--- config.mk ---
export PLATFORM = sky130hd
export DESIGN_NAME = routing_unit_buffered
export DESIGN_NICKNAME = d
export VERILOG_FILES = /design/src/rtl/routing_unit_buffered.sv
export SDC_FILE = /design/constraint.sdc
export NUM_CORES = 1
export LEC_CHECK = 0
export BUFFER_PORTS_ARGS = -buffer_cell sky130_fd_sc_hd__clkbuf_2
export CAP_MARGIN = 10
export CORE_MARGIN = 10
export CORE_UTILIZATION = 30
export DETAILED_ROUTE_END_ITERATION = 7
export PLACE_DENSITY = 0.51
export SLEW_MARGIN = 20
export SYNTH_ARGS = -nofsm -noshare
export SYNTH_HDL_FRONTEND = slang
export SYNTH_SLANG_ARGS = --single-unit
--- constraint.sdc ---
create_clock -name clk -period 7.9 [get_ports clk]
set_input_delay 0.395 -clock clk [delete_from_list [all_inputs] [get_ports clk]]
set_output_delay 0.395 -clock clk [all_outputs]
set_load 0.05 [all_outputs]
--- src/rtl/routing_unit_buffered.sv ---
// routing_unit_buffered: per-input-port FIFO plus XY route computation for the
// 2D mesh router. The head packet is routed, then a one-hot request is held
// toward the crossbar arbiter until a matching grant pops it.
module routing_unit_buffered #(
    parameter int unsigned DATA_WIDTH = 64,
    parameter int unsigned DEPTH      = 4,
    parameter int unsigned COORD_W    = 8,
    parameter int unsigned HOP_W      = 4,
    parameter int unsigned CUR_X      = 0,
    parameter int unsigned CUR_Y      = 0,
    parameter int unsigned DIR_X_BIT  = 62,
    parameter int unsigned DIR_Y_BIT  = 61,
    parameter int unsigned HOP_X_LSB  = 52,
    parameter int unsigned HOP_Y_LSB  = 48,
    parameter int unsigned SRC_X_LSB  = 40,
    parameter int unsigned SRC_Y_LSB  = 32
) (
    input  logic                   clk,
    input  logic                   reset_n,
    input  logic                   in_valid,
    output logic                   in_ready,
    input  logic [DATA_WIDTH-1:0]  in_data,
    output logic [4:0]             out_req,
    output logic [DATA_WIDTH-1:0]  out_data,
    input  logic [4:0]             out_gnt,
    output logic [$clog2(DEPTH):0] occupancy
);

    localparam int unsigned PTR_W = $clog2(DEPTH);
    localparam int unsigned OCC_W = PTR_W + 1;

    localparam logic [4:0] REQ_L  = 5'b00001;
    localparam logic [4:0] REQ_R  = 5'b00010;
    localparam logic [4:0] REQ_U  = 5'b00100;
    localparam logic [4:0] REQ_D  = 5'b01000;
    localparam logic [4:0] REQ_PE = 5'b10000;

    typedef enum logic [1:0] {
        S_IDLE  = 2'd0,
        S_ROUTE = 2'd1,
        S_REQ   = 2'd2
    } state_t;

    logic [DATA_WIDTH-1:0] r_mem [DEPTH];
    logic [PTR_W-1:0]      r_wr_ptr;
    logic [PTR_W-1:0]      r_rd_ptr;
    logic [OCC_W-1:0]      r_occ;
    state_t                r_state;
    logic [4:0]            r_out_req;
    logic [DATA_WIDTH-1:0] r_out_data;

    state_t                w_state_nxt;
    logic [4:0]            w_req_nxt;
    logic [DATA_WIDTH-1:0] w_data_nxt;
    logic                  w_push;
    logic                  w_pop;
    logic [OCC_W-1:0]      w_occ_nxt;
    logic [DATA_WIDTH-1:0] w_head;
    logic [COORD_W-1:0]    w_src_x;
    logic [COORD_W-1:0]    w_src_y;
    logic [COORD_W-1:0]    w_hop_x;
    logic [COORD_W-1:0]    w_hop_y;
    logic [COORD_W-1:0]    w_tx;
    logic [COORD_W-1:0]    w_ty;
    logic [4:0]            w_route;

    // Handshake and occupancy bookkeeping; a full FIFO never accepts, even while popping.
    assign in_ready  = reset_n && (r_occ < OCC_W'(DEPTH));
    assign w_push    = in_valid && in_ready;
    assign w_pop     = (r_state == S_REQ) && ((out_gnt & r_out_req) != 5'b00000);
    assign w_occ_nxt = r_occ + OCC_W'(w_push) - OCC_W'(w_pop);

    assign occupancy = r_occ;
    assign out_req   = r_out_req;
    assign out_data  = r_out_data;

    // Target coordinate of the head packet (mod 2^COORD_W) and its XY direction.
    always_comb begin
        w_head  = r_mem[r_rd_ptr];
        w_src_x = w_head[SRC_X_LSB +: COORD_W];
        w_src_y = w_head[SRC_Y_LSB +: COORD_W];
        w_hop_x = COORD_W'(w_head[HOP_X_LSB +: HOP_W]);
        w_hop_y = COORD_W'(w_head[HOP_Y_LSB +: HOP_W]);
        w_tx    = w_head[DIR_X_BIT] ? (w_src_x + w_hop_x) : (w_src_x - w_hop_x);
        w_ty    = w_head[DIR_Y_BIT] ? (w_src_y + w_hop_y) : (w_src_y - w_hop_y);
        w_route = REQ_PE;
        if (w_tx != COORD_W'(CUR_X)) begin
            w_route = w_head[DIR_X_BIT] ? REQ_R : REQ_L;
        end else if (w_ty != COORD_W'(CUR_Y)) begin
            w_route = w_head[DIR_Y_BIT] ? REQ_U : REQ_D;
        end
    end

    // FIFO storage write; not reset, contents are qualified by occupancy.
    always_ff @(posedge clk) begin
        if (w_push) begin
            r_mem[r_wr_ptr] <= in_data;
        end
    end

    // FIFO pointers and occupancy; pointers wrap naturally at DEPTH.
    always_ff @(posedge clk) begin
        if (!reset_n) begin
            r_wr_ptr <= '0;
            r_rd_ptr <= '0;
            r_occ    <= '0;
        end else begin
            if (w_push) begin
                r_wr_ptr <= r_wr_ptr + PTR_W'(1);
            end
            if (w_pop) begin
                r_rd_ptr <= r_rd_ptr + PTR_W'(1);
            end
            r_occ <= w_occ_nxt;
        end
    end

    // Next-state and registered-output logic for the route/request sequence.
    always_comb begin
        w_state_nxt = r_state;
        w_req_nxt   = r_out_req;
        w_data_nxt  = r_out_data;
        case (r_state)
            S_IDLE: begin
                if (r_occ != '0) begin
                    w_state_nxt = S_ROUTE;
                end
            end
            S_ROUTE: begin
                w_req_nxt   = w_route;
                w_data_nxt  = w_head;
                w_state_nxt = S_REQ;
            end
            S_REQ: begin
                if (w_pop) begin
                    w_req_nxt   = 5'b00000;
                    w_data_nxt  = '0;
                    w_state_nxt = (w_occ_nxt != '0) ? S_ROUTE : S_IDLE;
                end
            end
            default: begin
                w_req_nxt   = 5'b00000;
                w_data_nxt  = '0;
                w_state_nxt = S_IDLE;
            end
        endcase
    end

    // State and request registers; reset flushes any outstanding request.
    always_ff @(posedge clk) begin
        if (!reset_n) begin
            r_state    <= S_IDLE;
            r_out_req  <= 5'b00000;
            r_out_data <= '0;
        end else begin
            r_state    <= w_state_nxt;
            r_out_req  <= w_req_nxt;
            r_out_data <= w_data_nxt;
        end
    end

endmodule

# After elaboration in Yosys (flattened, before gate mapping)
# Memories as Yosys holds them, arrays and structs flattened. A register that Yosys moved wholly into a read port is not among the register bits.
# Index checks and enable logic that the tools add are counted.
# op_classes
addsub	8
mul	0
n_div	0
order_cmp	1
n_eq_ne	4
shift	0
mux	18
bitwise	2
reduce_logical	11
# op_table
operator	count
case mux 64 bit (3 select lines)	1
two-way mux 64 bit	1
adder 8 x 4 -> 8 bit	2
two-way mux 8 bit	2
nonzero test 8 bit	2
subtractor 8 x 4 -> 8 bit	2
two-way mux 5 bit	3
case mux 5 bit (3 select lines)	1
two-way mux 2 bit	5
case mux 2 bit (3 select lines)	1
nonzero test 3 bit	2
AND 5 bit	1
nonzero test 5 bit	1
adder 2 x 1 -> 2 bit (second input constant)	2
two-way mux 4 bit	1
!= test 2 bit (second input constant)	2
AND reduction 2 bit	2
adder 3 x 1 -> 3 bit	1
logical AND 1 bit	3
< comparator 3 bit (second input constant)	1
two-way mux 1 bit	3
subtractor 3 x 1 -> 3 bit	1
equality test 2 x 1 -> 1 bit (second input constant)	1
equality test 2 bit (second input constant)	1
other kinds (2)	2
# word_totals
ff_bits	78
latch_bits	0
ram_bits	256
rom_bits	0
elab_cells	51
memories	1
# mem_list
name	depth	width	read_ports	rd_ports_with_merged_regs	write_ports	line_no	text
r_mem	4	64	1	1	1	44	logic [DATA_WIDTH-1:0] r_mem [DEPTH];

# Depth between registers and ports, before layout
# Gate-level depths: netlist of run 1.
# depth
ltp_word	9
ltp_mapped	15
depth_no_buf	14

# Least setup slack after synthesis of run 1
# OpenSTA, ideal clock, no wires.
# synth_timing
path_kind	reg-to-reg
startpoint	register (tool-made name)
endpoint	register r_out_req[1], in the netlist out_req[1]
t_arrival_ns	3.814
path_slack_ns	3.958
path_stages_with_launch	15
n_path_buf	2
period_less_slack_ns	3.942
path_cell_list	dfxtp_1 buf_6 buf_2 mux4_2 nor3_1 ha_1 mux2_2 ha_1 a21o_1 a221oi_1 o21ai_0 xnor2_1 or3_4 a32oi_1 nor2_1
# synth_rtl
item	line_no	text
end signal, assigned	157	r_out_req <= w_req_nxt;
end, declared	49	logic [4:0] r_out_req;

==> impl_table.tex, run 1 <==
\begin{tabular}{lr}
\hline
Metric & Value \\
\hline
\multicolumn{2}{l}{\textbf{Run status}} \\
Outcome & finished, final reports clean \\
\multicolumn{2}{l}{\textbf{Die}} \\
Die extent in x & 227 µm \\
FP Rows & 75 \\
Boundary pin count & 145 \\
Chip Height & 227 µm \\
Placeable core area & 42100 µm² \\
Initial Utilization & 30.4\% \\
Overall die area & 51400 µm² \\
\multicolumn{2}{l}{\textbf{Layout}} \\
Fillers & 3975 \\
Fraction of final layout cells with drive strength greater than 1 & 32.2\% \\
Area added between synthesis and finish & 20.7\% \\
Final standard cell area without fillers & 15500 µm² \\
Register cell area after layout & 9300 µm² \\
Multi-input gate area in the final layout & 3330 µm² \\
Final standard cell count with taps included and fillers excluded & 1457 \\
\# nets final & 986 \\
Final Util & 36.7\% \\
\multicolumn{2}{l}{\textbf{Timing}} \\
Period utilisation layout & 59.3\% \\
Clock Skews & 0.0115 ns \\
Headroom to the max-slew limit & 36.9\% \\
Slew at the pin with the worst max-slew slack & 0.946 ns \\
Unrepaired setup endpoints after global routing & no \\
Total negative slack for setup checks & 0 ns \\
Max Clk Rate & 213 MHz \\
Endpoints failing hold & 0 \\
Final setup violation count & 0 \\
Minimum clock period & 4.69 ns \\
Final Max Slew Viols & 0 \\
Worst hold slack & 0.0766 ns \\
\multicolumn{2}{l}{\textbf{CTS}} \\
CTS clk-pin slew, worst paths & 0.06 ns \\
Count of cells resized by post-cts repair & 0 \\
Number of setup buffers added after CTS & 0 \\
H-Tree Depth & 2 \\
Root buf cell & sky130\_fd\_sc\_hd\_\_clkbuf\_16 \\
CTS sink cnt & 336 \\
Insertion delay of the later-clocked pin in the worst-skew pair & 0.54 ns \\
Clock buffer depth & 3 \\
CTS tree & done \\
CTS hold repair buffers & 0 \\
Clock buffer count from CTS & 39 \\
\multicolumn{2}{l}{\textbf{Yosys}} \\
Yosys warns & 0 \\
Sequential area share after synthesis & 72.5\% \\
FFs w/ async S/R, synth & 0\% \\
Net count of the mapped netlist & 830 \\
Primary FF master, synth & sky130\_fd\_sc\_hd\_\_edfxtp\_1 \\
Number of different library cells in the post-synthesis netlist & 46 \\
Number of enable-type register cells in the synthesized netlist & 256 \\
Post-synthesis sequential element count & 336 \\
Cell count after synthesis & 731 \\
Summed instance area of the synthesized netlist & 12800 µm² \\
Syn Area/Cell & 17.5 µm² \\
\multicolumn{2}{l}{\textbf{Power and ir drop}} \\
Power Dens Cells & 290 nW/µm² \\
Fraction of power spent switching nets & 26.7\% \\
P\_int & 3.29 mW \\
Combinational fraction of design power & 14.5\% \\
Leakage component of the power & 5.43 nW \\
Sequential group share of total power & 45.8\% \\
Maximum ir drop on the vdd rail & 0.000170 V \\
Net switching power of the design & 1.20 mW \\
Share of power burned in the clock network & 39.7\% \\
\multicolumn{2}{l}{\textbf{Worst hold path}} \\
Class of the tightest hold or removal check & in2reg \\
\multicolumn{2}{l}{\textbf{Global routing}} \\
GRT Util Overall & 12.2\% \\
Vias in the first global route & 7389 \\
Global-route wire length before repair & 46800 µm \\
Number of antenna violations at the first check in global routing & 3 \\
Total congestion overflow & 0 \\
Pin count of the biggest net entering global routing & 70 \\
\multicolumn{2}{l}{\textbf{Placement}} \\
Area post-placement & 14200 µm² \\
IO Port Bufs & 144 \\
Post-DP HPWL & 18900 µm \\
Instance count after placement with tap cells included & 1384 \\
Final Wtd Congestion & 0.771 \\
\multicolumn{2}{l}{\textbf{Drt}} \\
Number of violations reported at the end of detailed-routing iteration 0 & 463 \\
Total DRC errors in the routed layout & 0 \\
Number of iterations in the first detailed-routing pass & 5 \\
Number of nets still failing antenna checks after routing & 0 \\
Total Routed Length & 31000 µm \\
Via Count & 7013 \\
Post-DR vias/cell & 4.81 \\
Routed wire per std cell & 21.3 µm \\
\multicolumn{2}{l}{\textbf{Critical path}} \\
Required time of the critical path & 8.33 ns \\
Largest fanout of any net on the critical path & 34 \\
Critical Path AT & 5.12 ns \\
Worst Setup End Kind & flop \\
CP Launch Type & flop \\
Category of the most critical setup path & reg2reg \\
\multicolumn{2}{l}{\textbf{Run}} \\
Total of max-cap violations & 0 \\
\hline
\end{tabular}
==> sequential cells by signal (all words and copies together) (netlist names), named ones only <==
signal	cells
occupancy	3
out_data	64
out_req	5
r_mem	256
r_rd_ptr	2
r_state	2
r_wr_ptr	2
==> Yosys cell counts, drive strengths merged, types with 2 or more instances <==
cell / n / area share [%]
edfxtp: 256 / 60
nor2: 87 / 2.6
dfxtp: 80 / 12
a22oi: 65 / 3.8
mux4: 64 / 11
clkbuf: 25 / 0.73
ha: 24 / 2.3
inv: 20 / 0.59
buf: 14 / 0.59
a21oi: 11 / 0.43
xor2: 9 / 0.61
and3: 8 / 0.39
xnor2: 8 / 0.61
nand2: 7 / 0.20
a21o: 6 / 0.35
o21ai: 4 / 0.16
fa: 3 / 0.47
mux2: 3 / 0.26
nand3: 3 / 0.12
nand3b: 3 / 0.18
nor3: 3 / 0.12
nor4: 3 / 0.15
o31ai: 3 / 0.21
a2111oi: 2 / 0.19
a31oi: 2 / 0.098
a32oi: 2 / 0.14
and2: 2 / 0.098
mux2i: 2 / 0.16
nor2b: 2 / 0.098
==> worst max-delay path, cell delays in order (launching register included) <==
cell and delay, ns:
sky130_fd_sc_hd__dfxtp_4 0.85, sky130_fd_sc_hd__buf_4 0.69, sky130_fd_sc_hd__mux4_2 0.64, sky130_fd_sc_hd__inv_1 0.10
sky130_fd_sc_hd__ha_1 0.23, sky130_fd_sc_hd__mux2_2 0.26, sky130_fd_sc_hd__ha_1 0.35, sky130_fd_sc_hd__a21o_1 0.19
sky130_fd_sc_hd__a21oi_1 0.12, sky130_fd_sc_hd__o21ai_0 0.17, sky130_fd_sc_hd__mux2i_1 0.18, sky130_fd_sc_hd__nor4_1 0.42
sky130_fd_sc_hd__a2111oi_2 0.15, sky130_fd_sc_hd__a31o_1 0.23
==> power by group through the flow <==
| stage | Sequential, mW | Clock, mW | Combinational (mW) |
|---|---|---|---|
| floorplan | 2.26 | 0 | 0.293 |
| global placement | 2.09 | 0 | 0.657 |
| detailed placement | 2.10 | 0 | 0.660 |
| CTS | 2.06 | 1.85 | 0.662 |
| global route | 2.07 | 1.92 | 0.706 |
| finish | 2.06 | 1.79 | 0.649 |
==> cell usage in the layout, fill, tap and decap left out, types with 6 or more instances in the layout <==
cell	n
sky130_fd_sc_hd__ha_1	24
sky130_fd_sc_hd__a21o_1	6
sky130_fd_sc_hd__a22oi_1	65
sky130_fd_sc_hd__xnor2_1	7
sky130_fd_sc_hd__edfxtp_1	256
sky130_fd_sc_hd__xor2_1	9
sky130_fd_sc_hd__buf_4	9
sky130_fd_sc_hd__mux4_2	64
sky130_fd_sc_hd__clkbuf_16	41
sky130_fd_sc_hd__clkinv_2	11
sky130_fd_sc_hd__inv_1	19
sky130_fd_sc_hd__nand2_1	7
sky130_fd_sc_hd__clkbuf_2	144
sky130_fd_sc_hd__a21oi_1	10
sky130_fd_sc_hd__nor2_1	86
sky130_fd_sc_hd__clkbuf_1	8
sky130_fd_sc_hd__dfxtp_1	78
==> final timing paths <==
kind              cells after the start      endpoint         start  slack, ns
hold / removal                        1  r_mem[3][28]   in_data[28]       0.08
setup / recovery                     13    out_req[2]          flop       3.21
setup reg to reg                     13    out_req[2]          flop       3.21
hold reg to reg                       2  out_data[55]  out_data[55]       0.50
==> cell type report <==
cell class / instances / area share (%)
clock buffer: 51 / 7.00
multi-input combinational: 336 / 21.5
antenna: 1 / 0.0162
clock inverter: 20 / 1.33
sequential: 336 / 60.1
tap: 539 / 4.36
timing repair buffer: 154 / 5.27
inverter: 20 / 0.493
==> layer usage <==
metal	wire (µm)	track usage [%]	vias to the layer above
met5	13	0	-
met4	596	3.98	2
met3	2010	3.37	49
met2	15000	20.1	184
met1	13400	15.2	3581
li1	-	-	3197
==> through the flow <==
stage	total power [mW]	setup WS [ns]
final	4.49	3.21
after detailed placement	2.76	3.09
after global routing	4.70	2.79
after floorplan	2.55	3.96
after CTS	4.57	3.06
after global placement	2.75	3.22
==> logic make-up (layout without fill, tap and decap cells) <==
kind of cell / count (synthesis) / in the layout / synth area share [%]
AND/OR/NAND/NOR: 122 / 122 / 4.18
flip-flops: 336 / 336 / 72.5
other: 0 / 1 / 0
XOR/XNOR: 17 / 17 / 1.22
AO/OA/AOI/OAI: 101 / 101 / 5.78
adder cells (fa/ha/maj): 27 / 27 / 2.81
buffers and inverters: 59 / 245 / 1.90
multiplexers: 69 / 69 / 11.7
(Power assumes the default switching activity.)
==> run 2: changes to the inputs <==
- ABC_AREA: not set -> 1
- PLACE_DENSITY: 0.51 -> 0.52
- clock period: 7.9 -> 4.25 ns (I/O delays scaled with it)
==> run 2 against run 1 <==
Net effect: utilization rose by 1.4 points; via count increased by 34%; final cell count increased by 41%; clock skew increased by 0.0068 ns; worst hold slack improved by 0.11 ns; largest cell class unchanged; power grew 100%; largest power group unchanged.
==> impl_table.tex, run 2 <==
\begin{tabular}{lr}
\hline
Metric & Value \\
\hline
\multicolumn{2}{l}{\textbf{Run status}} \\
Outcome & finished, final reports clean \\
\multicolumn{2}{l}{\textbf{Yosys}} \\
Post-synthesis sequential element count & 336 \\
Cell taking the most area after synthesis & sky130\_fd\_sc\_hd\_\_edfxtp\_1 \\
Largest family of logic cells by synthesized area & simple AND/OR/NAND/NOR gates \\
Xor/xnor share of the synthesized area & 0.324\% \\
Simple-gate area share of the yosys netlist & 14.1\% \\
Primary FF master, synth & sky130\_fd\_sc\_hd\_\_edfxtp\_1 \\
FFs w/ async S/R, synth & 0\% \\
Compound-Gate Fraction of Synth Area & 10.0\% \\
Most area-consuming cells after synthesis & sky130\_fd\_sc\_hd\_\_edfxtp\_1 (57\%), sky130\_fd\_sc\_hd\_\_dfxtp\_1 (12\%), sky130\_fd\_sc\_hd\_\_nand2\_1 (7.3\%), sky130\_fd\_sc\_hd\_\_o21ai\_0 (4.1\%), sky130\_fd\_sc\_hd\_\_nor2\_1 (3.7\%) \\
Top cell type's share of synthesized area & 56.8\% \\
Summed instance area of the synthesized netlist & 13500 µm² \\
Number of different library cells in the post-synthesis netlist & 35 \\
Yosys warns & 0 \\
Net count of the mapped netlist & 1319 \\
Sequential area share after synthesis & 68.7\% \\
Number of enable-type register cells in the synthesized netlist & 256 \\
Synth cell count leaders & sky130\_fd\_sc\_hd\_\_nand2\_1 (264), sky130\_fd\_sc\_hd\_\_edfxtp\_1 (256), sky130\_fd\_sc\_hd\_\_nor2\_1 (135), sky130\_fd\_sc\_hd\_\_o21ai\_0 (111), sky130\_fd\_sc\_hd\_\_a21oi\_1 (82) \\
Most instantiated library cell after synthesis & sky130\_fd\_sc\_hd\_\_nand2\_1 \\
Post-synthesis mux area share & 0\% \\
Cell count after synthesis & 1220 \\
Syn Area/Cell & 11.1 µm² \\
Adder and majority gate portion of the synthesized area & 2.66\% \\
\multicolumn{2}{l}{\textbf{Drt}} \\
Routed wire per std cell & 17.3 µm \\
Post-DR vias/cell & 4.60 \\
Number of violations reported at the end of detailed-routing iteration 0 & 584 \\
Number of nets still failing antenna checks after routing & 0 \\
Via Count & 9426 \\
Number of iterations in the first detailed-routing pass & 5 \\
Total DRC errors in the routed layout & 0 \\
Total Routed Length & 35600 µm \\
\multicolumn{2}{l}{\textbf{Layout}} \\
Final Util & 38.1\% \\
Largest register by flop count & r\_mem \\
Commonest cells after routing, fill and taps aside & sky130\_fd\_sc\_hd\_\_nand2\_1 (264), sky130\_fd\_sc\_hd\_\_edfxtp\_1 (256), sky130\_fd\_sc\_hd\_\_clkbuf\_2 (144) \\
Fillers & 4274 \\
Most frequent standard cell in the layout excluding fill and tap cells & sky130\_fd\_sc\_hd\_\_nand2\_1 \\
Final standard cell area without fillers & 16900 µm² \\
Area added between synthesis and finish & 25.1\% \\
Register cell area after layout & 9290 µm² \\
Fraction of final layout cells with drive strength greater than 1 & 17.3\% \\
\# nets final & 1525 \\
Max reg flops & 256 \\
Final standard cell count with taps included and fillers excluded & 2050 \\
Multi-input gate area in the final layout & 3710 µm² \\
\multicolumn{2}{l}{\textbf{Timing}} \\
Total negative slack for setup checks & 0 ns \\
Endpoints failing hold & 0 \\
Clock Skews & 0.0184 ns \\
Minimum clock period & 3.42 ns \\
Slew at the pin with the worst max-slew slack & 1.08 ns \\
Final setup violation count & 0 \\
Max Clk Rate & 293 MHz \\
Worst hold slack & 0.184 ns \\
Headroom to the max-slew limit & 27.6\% \\
Period utilisation layout & 80.4\% \\
Unrepaired setup endpoints after global routing & no \\
Final Max Slew Viols & 0 \\
\multicolumn{2}{l}{\textbf{Global routing}} \\
Vias in the first global route & 9388 \\
Number of antenna violations at the first check in global routing & 5 \\
Global-route wire length before repair & 55500 µm \\
GRT Util Overall & 13.1\% \\
Pin count of the biggest net entering global routing & 72 \\
Total congestion overflow & 0 \\
\multicolumn{2}{l}{\textbf{CTS}} \\
CTS clk-pin slew, worst paths & 0.06 ns \\
Clock buffer depth & 3 \\
H-Tree Depth & 2 \\
Count of cells resized by post-cts repair & 0 \\
Insertion delay of the later-clocked pin in the worst-skew pair & 0.55 ns \\
Clock buffer count from CTS & 39 \\
Root buf cell & sky130\_fd\_sc\_hd\_\_clkbuf\_16 \\
CTS sink cnt & 336 \\
CTS tree & done \\
\multicolumn{2}{l}{\textbf{Critical path}} \\
Required time of the critical path & 4.63 ns \\
Critical Path Max Stage Delay & 0.48 ns \\
Worst Setup End Kind & flop \\
Largest fanout of any net on the critical path & 47 \\
Category of the most critical setup path & reg2reg \\
Critical Path AT & 3.80 ns \\
Cell breakdown of the critical path & inv\_4 > buf\_4 > o21ai\_0 > o22ai\_1 > ha\_1 > inv\_1 > fa\_1 > nand2\_1 > nor2\_1 > nand2\_1 > nor2\_1 > nand2\_1 > nor2\_1 > nand3\_1 > nand3\_1 > a21oi\_1 \\
Register-to-Register Path Depth & 16 \\
CP Launch Type & flop \\
Slowest library cell on the worst path & sky130\_fd\_sc\_hd\_\_fa\_1 \\
\multicolumn{2}{l}{\textbf{Placement}} \\
Area post-placement & 14900 µm² \\
Final Wtd Congestion & 0.798 \\
IO Port Bufs & 144 \\
Instance count after placement with tap cells included & 1912 \\
Post-DP HPWL & 22500 µm \\
\multicolumn{2}{l}{\textbf{Die}} \\
Die extent in x & 232 µm \\
Initial Utilization & 30.5\% \\
Boundary pin count & 145 \\
FP Rows & 77 \\
Placeable core area & 44400 µm² \\
Overall die area & 54000 µm² \\
Chip Height & 232 µm \\
\multicolumn{2}{l}{\textbf{Power and ir drop}} \\
Leakage component of the power & 6.43 nW \\
Maximum ir drop on the vdd rail & 0.000293 V \\
Power Dens Cells & 542 nW/µm² \\
\multicolumn{2}{l}{\textbf{Worst hold path}} \\
Worst Hold Depth & 4 \\
Class of the tightest hold or removal check & in2reg \\
\multicolumn{2}{l}{\textbf{Run}} \\
Total of max-cap violations & 0 \\
\hline
\end{tabular}
## run 2: changes by cell type after synthesis, moves of 41 or more
cell | previous run | this run
sky130_fd_sc_hd__nand2_1 | 7 | 264
sky130_fd_sc_hd__o21ai_0 | 4 | 111
sky130_fd_sc_hd__a21oi_1 | 11 | 82
sky130_fd_sc_hd__a22oi_1 | 65 | 0
sky130_fd_sc_hd__mux4_2 | 64 | 0
sky130_fd_sc_hd__o22ai_1 | 0 | 51
sky130_fd_sc_hd__nor2_1 | 86 | 135
sky130_fd_sc_hd__nand3_1 | 3 | 48
sky130_fd_sc_hd__inv_1 | 20 | 61
## run 2: final cells by class
| cell class | count | share of cell area, % |
|---|---|---|
| sequential | 336 | 54.9 |
| timing repair buffer | 229 | 9.14 |
| inverter | 65 | 1.46 |
| antenna | 2 | 0.0296 |
| multi-input combinational | 755 | 21.9 |
| clock buffer | 45 | 6.08 |
| clock inverter | 26 | 2.10 |
| tap | 592 | 4.38 |
## run 2: cell families (layout without fill, tap and decap cells)
family	Yosys count	after routing
AND/OR/NAND/NOR	470	470
flip-flops	336	336
AO/OA/AOI/OAI	253	253
buffers and inverters	129	365
adder cells (fa/ha/maj)	27	27
XOR/XNOR	5	5
other	0	2
## run 2: critical path: cells and delay by family, from the launching register on
| family | cells | cell delay (ns) |
|---|---|---|
| compound gates | 3 | 0.46 |
| fa+ha+maj | 2 | 0.74 |
| buf+inv | 3 | 0.89 |
| flops | 1 | 0.45 |
| simple gates | 8 | 0.70 |
## run 2: final timing paths
path                startpoint            to  slack (ns)
setup / recovery          flop    out_req[2]        0.83
hold / removal      out_gnt[4]   r_rd_ptr[0]        0.18
setup reg to reg          flop    out_req[2]        0.83
hold reg to reg   out_data[40]  out_data[40]        0.46
## run 2: repair_timing
item                                   in CTS  in global routing
buffers inserted                            0                  0
endpoints found under the hold margin     257                  0
hold buffers                               65                  0
## run 2: where the power goes
group          internal, mW  total (mW)  switching, mW
Clock                  2.24        3.58           1.35
Sequential             3.78        3.90          0.114
Combinational         0.437        1.69           1.25
## run 2: routing by layer
metal / part of all wire [%] / up-vias / GRT usage (%)
li1: - / 4666 / -
met1: 46 / 4515 / 17.2
met2: 47 / 189 / 21.5
met3: 4.8 / 50 / 2.76
met4: 1.8 / 6 / 3.84
met5: 0.12 / - / 0
## run 2: per-stage QoR
step	setup WS [ns]	power, mW
floorplan	-0.607	5.15
global placement	0.804	5.62
detailed placement	0.799	5.63
CTS	0.782	9.32
global route	0.397	9.62
finish	0.831	9.17
==> run 3: changes to the inputs <==
- clock period: 4.25 -> 2.8 ns (I/O delays scaled with it)
==> run 3 against run 2 <==
Net effect: die area stayed put; critical path depth increased by 5; clock power rose by 36%; largest cell class unchanged.
==> impl_table.tex, run 3 (synthesized netlist as in run 2, its figures left out) <==
\begin{tabular}{lr}
\hline
Metric & Value \\
\hline
\multicolumn{2}{l}{\textbf{CTS}} \\
Clock buffer depth & 3 \\
CTS sink cnt & 336 \\
CTS clk-pin slew, worst paths & 0.05 ns \\
CTS tree & done \\
Insertion delay of the later-clocked pin in the worst-skew pair & 0.55 ns \\
Root buf cell & sky130\_fd\_sc\_hd\_\_clkbuf\_16 \\
H-Tree Depth & 2 \\
Clock buffer count from CTS & 38 \\
\multicolumn{2}{l}{\textbf{Layout}} \\
Fillers & 4234 \\
Largest register by flop count & r\_mem \\
Antenna diodes & 0 \\
Fraction of final layout cells with drive strength greater than 1 & 30.7\% \\
Most frequent standard cell in the layout excluding fill and tap cells & sky130\_fd\_sc\_hd\_\_edfxtp\_1 \\
Commonest cells after routing, fill and taps aside & sky130\_fd\_sc\_hd\_\_edfxtp\_1 (256), sky130\_fd\_sc\_hd\_\_nand2\_1 (218), sky130\_fd\_sc\_hd\_\_clkbuf\_2 (144) \\
Max reg flops & 256 \\
\# nets final & 1614 \\
Area added between synthesis and finish & 36.0\% \\
\multicolumn{2}{l}{\textbf{Worst hold path}} \\
Capture endpoint of the worst hold path & r\_wr\_ptr[1] \\
Class of the tightest hold or removal check & in2reg \\
Worst Hold Depth & 3 \\
Hold path startpoint & in\_valid \\
\multicolumn{2}{l}{\textbf{Die}} \\
Initial Utilization & 30.5\% \\
Boundary pin count & 145 \\
FP Rows & 77 \\
Placeable core area & 44400 µm² \\
Chip Height & 232 µm \\
Die extent in x & 232 µm \\
Overall die area & 54000 µm² \\
\multicolumn{2}{l}{\textbf{Global routing}} \\
Total congestion overflow & 0 \\
GRT Util Overall & 13.3\% \\
Pin count of the biggest net entering global routing & 72 \\
Number of antenna violations at the first check in global routing & 3 \\
Global-route wire length before repair & 56400 µm \\
Vias in the first global route & 9931 \\
\multicolumn{2}{l}{\textbf{Power and ir drop}} \\
P\_int & 9.56 mW \\
Maximum ir drop on the vdd rail & 0.000383 V \\
Combinational fraction of design power & 21.8\% \\
Power Dens Cells & 749 nW/µm² \\
Net switching power of the design & 4.23 mW \\
Share of power burned in the clock network & 35.3\% \\
Leakage component of the power & 7.02 nW \\
Fraction of power spent switching nets & 30.7\% \\
Sequential group share of total power & 42.9\% \\
\multicolumn{2}{l}{\textbf{Placement}} \\
IO Port Bufs & 144 \\
Final Wtd Congestion & 0.819 \\
Post-DP HPWL & 22800 µm \\
Pre-CTS WS & -0.184 ns \\
\multicolumn{2}{l}{\textbf{Critical path}} \\
Critical Path Max Stage Delay & 0.44 ns \\
Critical Path AT & 3.23 ns \\
R2R Setup Slk & 0.05 ns \\
Cell breakdown of the critical path & inv\_8 > buf\_12 > nand2\_1 > nand3\_2 > nand2\_4 > inv\_4 > nor2\_4 > ha\_4 > nand2\_2 > o21ai\_2 > ha\_4 > nand2\_2 > nor2\_1 > nand2\_1 > nand4\_1 > nand2\_1 > nor2\_4 > nand4\_1 > nor2\_4 > nor2\_2 > nor2\_1 \\
Largest fanout of any net on the critical path & 6 \\
Capturing point of the worst reg2reg path & out\_req[4] \\
Category of the most critical setup path & reg2reg \\
Register-to-Register Path Depth & 21 \\
Required time of the critical path & 3.28 ns \\
CP Launch Type & flop \\
Worst Setup End Kind & flop \\
Slowest library cell on the worst path & sky130\_fd\_sc\_hd\_\_dfxtp\_4 \\
Category of cells accounting for the largest share of critical-path delay & simple AND/OR/NAND/NOR gates \\
Critical path buffers and inverters & 3 \\
\multicolumn{2}{l}{\textbf{Timing}} \\
Final setup margin & 0.0484 ns \\
Minimum clock period & 2.75 ns \\
Clock Skews & 0.00905 ns \\
Slew at the pin with the worst max-slew slack & 0.889 ns \\
Final Max Slew Viols & 0 \\
Final setup violation count & 0 \\
Max Clk Rate & 363 MHz \\
Headroom to the max-slew limit & 40.7\% \\
Total negative slack for setup checks & 0 ns \\
Unrepaired setup endpoints after global routing & yes \\
Endpoints failing hold & 0 \\
Period utilisation layout & 98.3\% \\
Worst hold slack & 0.0807 ns \\
\multicolumn{2}{l}{\textbf{Drt}} \\
Routed wire per std cell & 17.2 µm \\
Number of iterations in the first detailed-routing pass & 4 \\
Number of violations reported at the end of detailed-routing iteration 0 & 430 \\
Post-DR vias/cell & 4.59 \\
Total DRC errors in the routed layout & 0 \\
Via Count & 9805 \\
Number of nets still failing antenna checks after routing & 0 \\
Total Routed Length & 36800 µm \\
\multicolumn{2}{l}{\textbf{Run}} \\
Total of max-cap violations & 0 \\
\multicolumn{2}{l}{\textbf{Run status}} \\
Outcome & finished, final reports clean \\
\hline
\end{tabular}
## run 3: changes by cell type in the layout (fill, tap and decap cells not counted), moves of 18 or more
cell and delta:
sky130_fd_sc_hd__nand3_2 +23, sky130_fd_sc_hd__nand3_1 -28, sky130_fd_sc_hd__nand2_4 +18, sky130_fd_sc_hd__buf_4 +68
sky130_fd_sc_hd__nand2_1 -46, sky130_fd_sc_hd__nand2_2 +28
## run 3: power by group through the flow
stage | registers (mW) | clock network (mW) | logic [mW]
floorplan | 6.78 | 0 | 1.04
global placement | 6.00 | 0 | 2.66
detailed placement | 6.01 | 0 | 2.67
CTS | 5.91 | 5.03 | 2.87
global route | 5.95 | 5.22 | 3.28
finish | 5.91 | 4.86 | 3.01
## run 3: worst max-delay path by stage
stage,startpoint,endpoint,cells past startpoint
CTS,flop,out_req[2],19
floorplan,flop,out_req[4],23
finish,flop,out_req[4],21
global route,flop,out_req[4],21
global placement,flop,out_req[3],14
detailed placement,flop,out_req[2],16
## run 3: timing repair
item	CTS	global route
setup endpoints to repair	5	5
buffers inserted	10	16
hold buffers	65	0
pin swaps	43	57
resized for setup	76	131
gates cloned	3	1
hold endpoints to repair	264	0
## run 3: final cells by class
type	instances	area [µm²]	area share (%)
clock buffers	54	1110	6.05
clock inverters	16	130	0.707
inverters	65	267	1.45
multi-input cells	755	4450	24.2
flip-flops and latches	336	9300	50.5
well taps	592	741	4.03
repair buffers	318	2390	13.0
repair inverters	1	8.76	0.0476
## run 3: per-stage QoR
step	cell area, µm²	utilization [%]	power (mW)	instances
final	18400	41.4	13.8	2137
after global routing	18400	41.4	14.5	2137
after CTS	17800	40.0	13.8	2122
after detailed placement	15400	34.7	8.68	1974
after global placement	15400	34.7	8.66	1974
after floorplan	13600	-	7.82	1220
## run 3: routing by layer
layer | up-vias | GRT usage [%] | share of wire [%] | routed length [µm]
met5 | - | 0 | 0.087 | 32
met4 | 6 | 4.53 | 2.6 | 966
met3 | 68 | 2.64 | 4.4 | 1620
met2 | 192 | 22.2 | 48 | 17500
met1 | 4698 | 17.0 | 45 | 16700
li1 | 4841 | - | - | -
## run 3: worst reg2reg max path: stages, from the launching register on
cell and delay (ns):
sky130_fd_sc_hd__dfxtp_4 0.44, sky130_fd_sc_hd__inv_8 0.06, sky130_fd_sc_hd__buf_12 0.14, sky130_fd_sc_hd__nand2_1 0.07
sky130_fd_sc_hd__nand3_2 0.09, sky130_fd_sc_hd__nand2_4 0.12, sky130_fd_sc_hd__inv_4 0.05, sky130_fd_sc_hd__nor2_4 0.16
sky130_fd_sc_hd__ha_4 0.23, sky130_fd_sc_hd__nand2_2 0.06, sky130_fd_sc_hd__o21ai_2 0.07, sky130_fd_sc_hd__ha_4 0.30
sky130_fd_sc_hd__nand2_2 0.07, sky130_fd_sc_hd__nor2_1 0.09, sky130_fd_sc_hd__nand2_1 0.08, sky130_fd_sc_hd__nand4_1 0.08
sky130_fd_sc_hd__nand2_1 0.09, sky130_fd_sc_hd__nor2_4 0.13, sky130_fd_sc_hd__nand4_1 0.15, sky130_fd_sc_hd__nor2_4 0.13
sky130_fd_sc_hd__nor2_2 0.03, sky130_fd_sc_hd__nor2_1 0.06
